## src/rtl/scr1_tcm_port_ctrl.sv

```systemverilog
// Dual-port TCM controller: IMEM fetches on port A, DMEM loads/stores on port B.
// Single-cycle accept, registered response one cycle later, no stalls.
module scr1_tcm_port_ctrl #(
  parameter logic [31:0] SCR1_SIZE = 32'h00010000
) (
  input  logic          clk,
  input  logic          rst_n,
  input  logic          imem_req,
  output logic          imem_req_ack,
  input  logic [31:0]   imem_addr,
  output logic [31:0]   imem_rdata,
  output logic [1:0]    imem_resp,
  input  logic          dmem_req,
  output logic          dmem_req_ack,
  input  logic          dmem_cmd,
  input  logic [1:0]    dmem_width,
  input  logic [31:0]   dmem_addr,
  input  logic [31:0]   dmem_wdata,
  output logic [31:0]   dmem_rdata,
  output logic [1:0]    dmem_resp,
  output logic          mem_rena,
  output logic [$clog2(SCR1_SIZE)-3:0] mem_addra,
  input  logic [31:0]   mem_qa,
  output logic          mem_renb,
  output logic          mem_wenb,
  output logic [3:0]    mem_webb,
  output logic [$clog2(SCR1_SIZE)-3:0] mem_addrb,
  output logic [31:0]   mem_datab,
  input  logic [31:0]   mem_qb
);

  localparam int AW = $clog2(SCR1_SIZE);

  typedef enum logic [1:0] {
    K_RD  = 2'd0,
    K_WR  = 2'd1,
    K_ERR = 2'd2
  } kind_e;

  // Upper address bits alias onto the TCM and are deliberately dropped.
  logic unused_addr;
  assign unused_addr = ^{imem_addr[31:AW], dmem_addr[31:AW]};

  assign imem_req_ack = rst_n;
  assign dmem_req_ack = rst_n;

  // IMEM port
  logic i_acc;
  logic i_ok;
  logic iv_d, iv_q;
  logic ierr_d, ierr_q;

  assign i_acc     = rst_n & imem_req;
  assign i_ok      = (imem_addr[1:0] == 2'b00);
  assign mem_rena  = i_acc & i_ok;
  assign mem_addra = imem_addr[AW-1:2];
  assign iv_d      = i_acc;
  assign ierr_d    = ~i_ok;

  always_ff @(posedge clk or negedge rst_n) begin
    if (!rst_n) begin
      iv_q   <= 1'b0;
      ierr_q <= 1'b0;
    end else begin
      iv_q   <= iv_d;
      ierr_q <= ierr_d;
    end
  end

  assign imem_resp  = !iv_q  ? 2'b00 :
                      ierr_q ? 2'b10 : 2'b01;
  assign imem_rdata = (iv_q && !ierr_q) ? mem_qa : '0;

  // DMEM port
  logic [1:0] off;
  logic       d_legal;
  logic [3:0] be;
  logic       d_acc;
  logic       d_go;

  assign off = dmem_addr[1:0];

  always_comb begin
    d_legal = 1'b0;
    be      = 4'b0000;
    unique case (dmem_width)
      2'b00: begin
        d_legal = 1'b1;
        be      = 4'b0001 << off;
      end
      2'b01: begin
        d_legal = ~off[0];
        be      = 4'b0011 << off;
      end
      2'b10: begin
        d_legal = (off == 2'b00);
        be      = 4'b1111;
      end
      default: begin
        d_legal = 1'b0;
        be      = 4'b0000;
      end
    endcase
  end

  assign d_acc     = rst_n & dmem_req;
  assign d_go      = d_acc & d_legal;
  assign mem_renb  = d_go & ~dmem_cmd;
  assign mem_wenb  = d_go & dmem_cmd;
  assign mem_webb  = mem_wenb ? be : 4'b0000;
  assign mem_addrb = dmem_addr[AW-1:2];
  assign mem_datab = dmem_wdata << {off, 3'b000};

  logic       dv_d, dv_q;
  kind_e      dk_d, dk_q;
  logic [1:0] doff_q;
  logic [1:0] dwid_q;

  assign dv_d = d_acc;
  assign dk_d = !d_legal ? K_ERR :
                dmem_cmd ? K_WR  : K_RD;

  always_ff @(posedge clk or negedge rst_n) begin
    if (!rst_n) begin
      dv_q   <= 1'b0;
      dk_q   <= K_RD;
      doff_q <= 2'b00;
      dwid_q <= 2'b00;
    end else begin
      dv_q   <= dv_d;
      dk_q   <= dk_d;
      doff_q <= off;
      dwid_q <= dmem_width;
    end
  end

  logic [31:0] rd_sh;
  logic [31:0] rd_mask;

  assign rd_sh   = mem_qb >> {doff_q, 3'b000};
  assign rd_mask = (dwid_q == 2'b00) ? 32'h0000_00FF :
                   (dwid_q == 2'b01) ? 32'h0000_FFFF :
                                       32'hFFFF_FFFF;

  assign dmem_resp  = !dv_q           ? 2'b00 :
                      (dk_q == K_ERR) ? 2'b10 : 2'b01;
  assign dmem_rdata = (dv_q && dk_q == K_RD) ? (rd_sh & rd_mask) : '0;

endmodule

```

## config.mk

```make
export PLATFORM = sky130hd
export DESIGN_NAME = scr1_tcm_port_ctrl
export DESIGN_NICKNAME = d
export VERILOG_FILES = /design/src/rtl/scr1_tcm_port_ctrl.sv
export SDC_FILE = /design/constraint.sdc
export NUM_CORES = 1
export LEC_CHECK = 0
export CAP_MARGIN = 20
export CELL_PAD_IN_SITES_DETAIL_PLACEMENT = 0
export CELL_PAD_IN_SITES_GLOBAL_PLACEMENT = 1
export CORE_MARGIN = 5
export CORE_UTILIZATION = 13
export CTS_CLUSTER_DIAMETER = 80
export DETAILED_ROUTE_END_ITERATION = 7
export GPL_ROUTABILITY_DRIVEN = 0
export PLACE_DENSITY = 0.9
export SLEW_MARGIN = 25
export SYNTH_ARGS = -nofsm -noshare
export SYNTH_HDL_FRONTEND = slang
export SYNTH_SLANG_ARGS = --single-unit
```

## constraint.sdc

```tcl
create_clock -name clk -period 2.3 [get_ports clk]
set_clock_uncertainty 0.05 [all_clocks]
set_input_delay 0.345 -clock clk [delete_from_list [all_inputs] [get_ports clk]]
set_output_delay 0.345 -clock clk [all_outputs]
set_load 0.1 [all_outputs]
```

## Word level (Yosys, flattened, before mapping)

Index checks and enable logic that the tools add are counted.
W data, S select, Z words.

- Equality and inequality tests: 4
- Shifts and indexed selects: 4
- Multiplexer cells: 13
- Bitwise gates (word level): 10
- Reductions and logical operators: 8

Operators with widths:

| operator | count |
|---|---|
| $mux W32 | 4 |
| $and A32 B32 Y32 | 1 |
| $shl A32 B5 Y32 | 1 |
| $shr A32 B5 Y32 | 1 |
| $pmux W4 S3 | 1 |
| $logic_not A2 Y1 | 5 |
| $mux W2 | 5 |
| $and A1 B1 Y1 | 6 |
| $eq A2 B1 Y1 const B | 2 |
| $eq A2 B2 Y1 const B | 2 |
| $mux W4 | 1 |
| $shl A1 B2 Y4 const A | 1 |
| $shl A2 B2 Y4 const A | 1 |
| $not A1 Y1 | 3 |
| $pmux W1 S3 | 1 |
| $logic_and A1 B1 Y1 | 2 |
| $logic_not A1 Y1 | 1 |
| $mux W1 | 1 |

- Flip-flop bits (word level): 9
- Bits of input ports: 167
- Output and inout bits: 137
- Logic and storage cells: 45

## Logic depth before layout (Yosys ltp)

- Depth after elaboration: 5
- Gate-level depth with buffers: 5
- Depth with buffers taken out: 3

## Least setup slack after synthesis

OpenSTA, ideal clock, no wires.

- Kind: register to output
- From: register dk_q[1]
- To: output dmem_rdata[0]
- Arrival time: 3122 ps
- Data required time: 1905 ps
- Slack: -1217 ps
- Stages on the path, launching flop included: 4
- Path buffers: 1
- Path through: dfrtp_1 -> or3b_1 -> buf_6 -> a211oi_1

- Word-level cells in the longest chain between the ends: 3

Ends and longest elaborated chain:

| element | RTL line | text |
|---|---|---|
| from (decl) | 115 | `kind_e dk_d, dk_q;` |
| from (signal assigned) | 131 | `dk_q <= dk_d;` |
| $logic_not A2 Y1 | 147 | `assign dmem_rdata = (dv_q && dk_q == K_RD) ? (rd_sh & rd_mask) : '0;` |
| $logic_and A1 B1 Y1 | 147 |  |
| $mux W32 | 147 |  |
| to (decl) | 19 | `output logic [31:0] dmem_rdata,` |

Every way passes these cells.

## Final worst setup path

- From: register dk_q[1]
- To: output dmem_rdata[22]

Same word-level chain as after synthesis.

==> metrics.cfg <==
[synthesis]
syn_area_per_cell_um2=7.13
synth_area_leaders=mux2i_1, and2_1, buf_4
synth.largest_area_cell=mux2i_1
ys.flop_type=dfrtp_1
synthArstFlopShare_pct=100
synth.top_cell.area_share_pct=16.1
yosys.cell_count.top_type=and2_1
ys_warn_count=0
postSynthNetCount=446
yosysSeqAreaShare_pct=11.3
synth_area_mm2=0.00199
synth_edf_count=0
yosys-top-cells-count=and2_1, buf_4, mux2i_1, a211oi_1
ys_seq_elements=9
synth_cells=279
synth_cell_type_count=29

[timing]
finalSetupViolations=16
fin_setup_tns_ns=-0.333
maxClockFrequency_ghz=0.428
fin_crit_sh_pct=102
finalHoldWorstSlack_ns=0.409
timing.slew.headroom_pct=61.1
rsz0062_at_grt=yes
final_hold_viol_count=0
worst_slack_ns=-0.0366
worstMarginPinSlew_ns=0.568
final.min_clock_period_ns=2.34
slew_violations=0

[power_and_ir_drop]
pwr-share-seq_pct=9.8
power_uw=1800
pwr-share-clk_pct=16.7
powerDensity_mw_per_mm2=310
leakagePower_uw=0.00224
peakVddDrop_mv=0.253
p_switching_uw=870
p_int_uw=927
combPwrFrac_pct=73.5
switching_share_pct=48.4

[routing]
drc=0
drt-total-wl_mm=10.6
via_count=2703
first_iter_violations=50
drtPass1Iterations=3
via_per_inst=4.11
wl_per_cell_um=16.2
ant_nets=0

[clock_network]
numCtsBuffers=3
cts_root_buf=clkbuf_16
ctsHtreeMaxLevel=1
clkSlewWorstSetupHoldPaths_ns=0.04
holdBufCountCts=0
cts_tree=done
cts_sinks=9
clk_path_buf_depth=2

[grt]
grt_pass1_vias=3033
grt_pass1_wl_mm=16.4
antenna_found_initial=0
grt.total_usage_pct=11.2
grt_max_degree=36
gr-total-overflow=0

[floorplan]
dieHeight_um=134
boundaryPins=304
initial_core_util_pct=13.2
coreArea_mm2=0.0151
dieWidth_um=134
dieArea_mm2=0.0179
std_cell_rows=45

[critical_path]
end_kind=output pin
crit_arrival_ns=1.94
critPathKind=flop to output pin
required_ns=1.90
start_kind=flop
critPathMaxFanout=8

[layout]
layout-drive-gt1-share_pct=47.0
syn2layout_area_growth_pct=191
antenna_cells=0
finish.instance_area_mm2=0.00579
finalNetCount=638
fillers=1424

[placement]
hpwl_mm=9.35
post-place-ws_ns=0.0457
dpl_cell_area_mm2=0.00560
port_buffers=215

[flow_run]
cap_violations=0

[worst_hold_path]
hold_class=primary input to asynchronous set/reset pin

[run_status]
status=finished, violations left
violations=negative setup slack

==> layout make-up <==
cell class	instances	area [um2]	area share [%]
Clock buffer	3	75.1	1.30
Clock inverter	1	5.00	0.0864
Inverter	2	7.51	0.130
Multi-Input combinational cell	217	1840	31.7
Sequential cell	9	225	3.89
Tap cell	188	235	4.06
Timing Repair Buffer	238	3410	58.8
==> repair_timing <==
action,CTS,global route
gates resized for setup,24,5
pin swaps,3,11
endpoints found under the setup margin,24,23
setup buffers,2,1
==> flip-flops by register name, summed over array words and instances (netlist names) <==
name,count
dk_q,2
doff_q,2
dwid_q,2
dv_q,1
ierr_q,1
iv_q,1
==> path summary, 6_finish.rpt <==
kind | slack, ns | startpoint | end | cells after the start
worst max-delay path | -0.04 | dk_q[1] | dmem_rdata[22] | 4
worst min-delay path | 0.41 | rst_n | iv_q | 2
max in group asynchronous | 1.62 | rst_n | doff_q[1] | 2
min in group clk | 0.47 | dmem_addr[1] | doff_q[1] | 2
==> cells by family (layout without fill, tap and decap cells) <==
group                  after synthesis  after routing  share of synthesized area, %
multiplexers                        32             32                          16.1
flip-flops                           9              9                          11.3
AND/OR/NAND/NOR                    129            129                          37.1
XOR/XNOR                             1              1                         0.440
AO/OA/AOI/OAI                       55             55                          17.7
buffers and inverters               53            244                          17.4
==> layout by cell type, fill, tap and decap left out, types with 7 or more instances in the layout <==
cell / count
and2_2: 9
buf_12: 109
nor2_2: 9
nor2b_1: 20
nor2_4: 10
and2_1: 34
nand2_1: 17
dfrtp_1: 9
a21oi_2: 8
mux2i_1: 32
a211oi_1: 16
a211oi_4: 7
clkdlybuf4s50_1: 104
buf_4: 23
and2_4: 8
or2_2: 8
a21oi_4: 7
==> routing by layer <==
metal  wire length [um]  up-vias  GRT usage (%)
met1               3870     1254           12.0
li1                   -     1299              -
met2               5690      144           21.1
met4                 96        0           1.66
met3                991        6           4.42
met5                  0        -              0
==> critical path, cell delays in order (launching register included) <==
cell and delay (ns):
dfrtp_1 0.37, or3b_4 0.42, or3b_4 0.56, nor2_4 0.16, buf_12 0.18
==> power by group through the flow <==
stage	registers, uW	logic [uW]	clock network (uW)
final	175	1320	301
after floorplan	174	974	0
after global placement	178	1300	0
after CTS	176	1330	307
after global routing	176	1370	312
after detailed placement	178	1310	0
==> stage by stage <==
step / instances / utilization, %
final: 658 / 38.4
after global routing: 658 / 38.4
after CTS: 657 / 38.2
after detailed placement: 651 / 37.1
after global placement: 651 / 37.1
after floorplan: 279 / -
No activity file was read; power rests on OpenSTA's default activity.
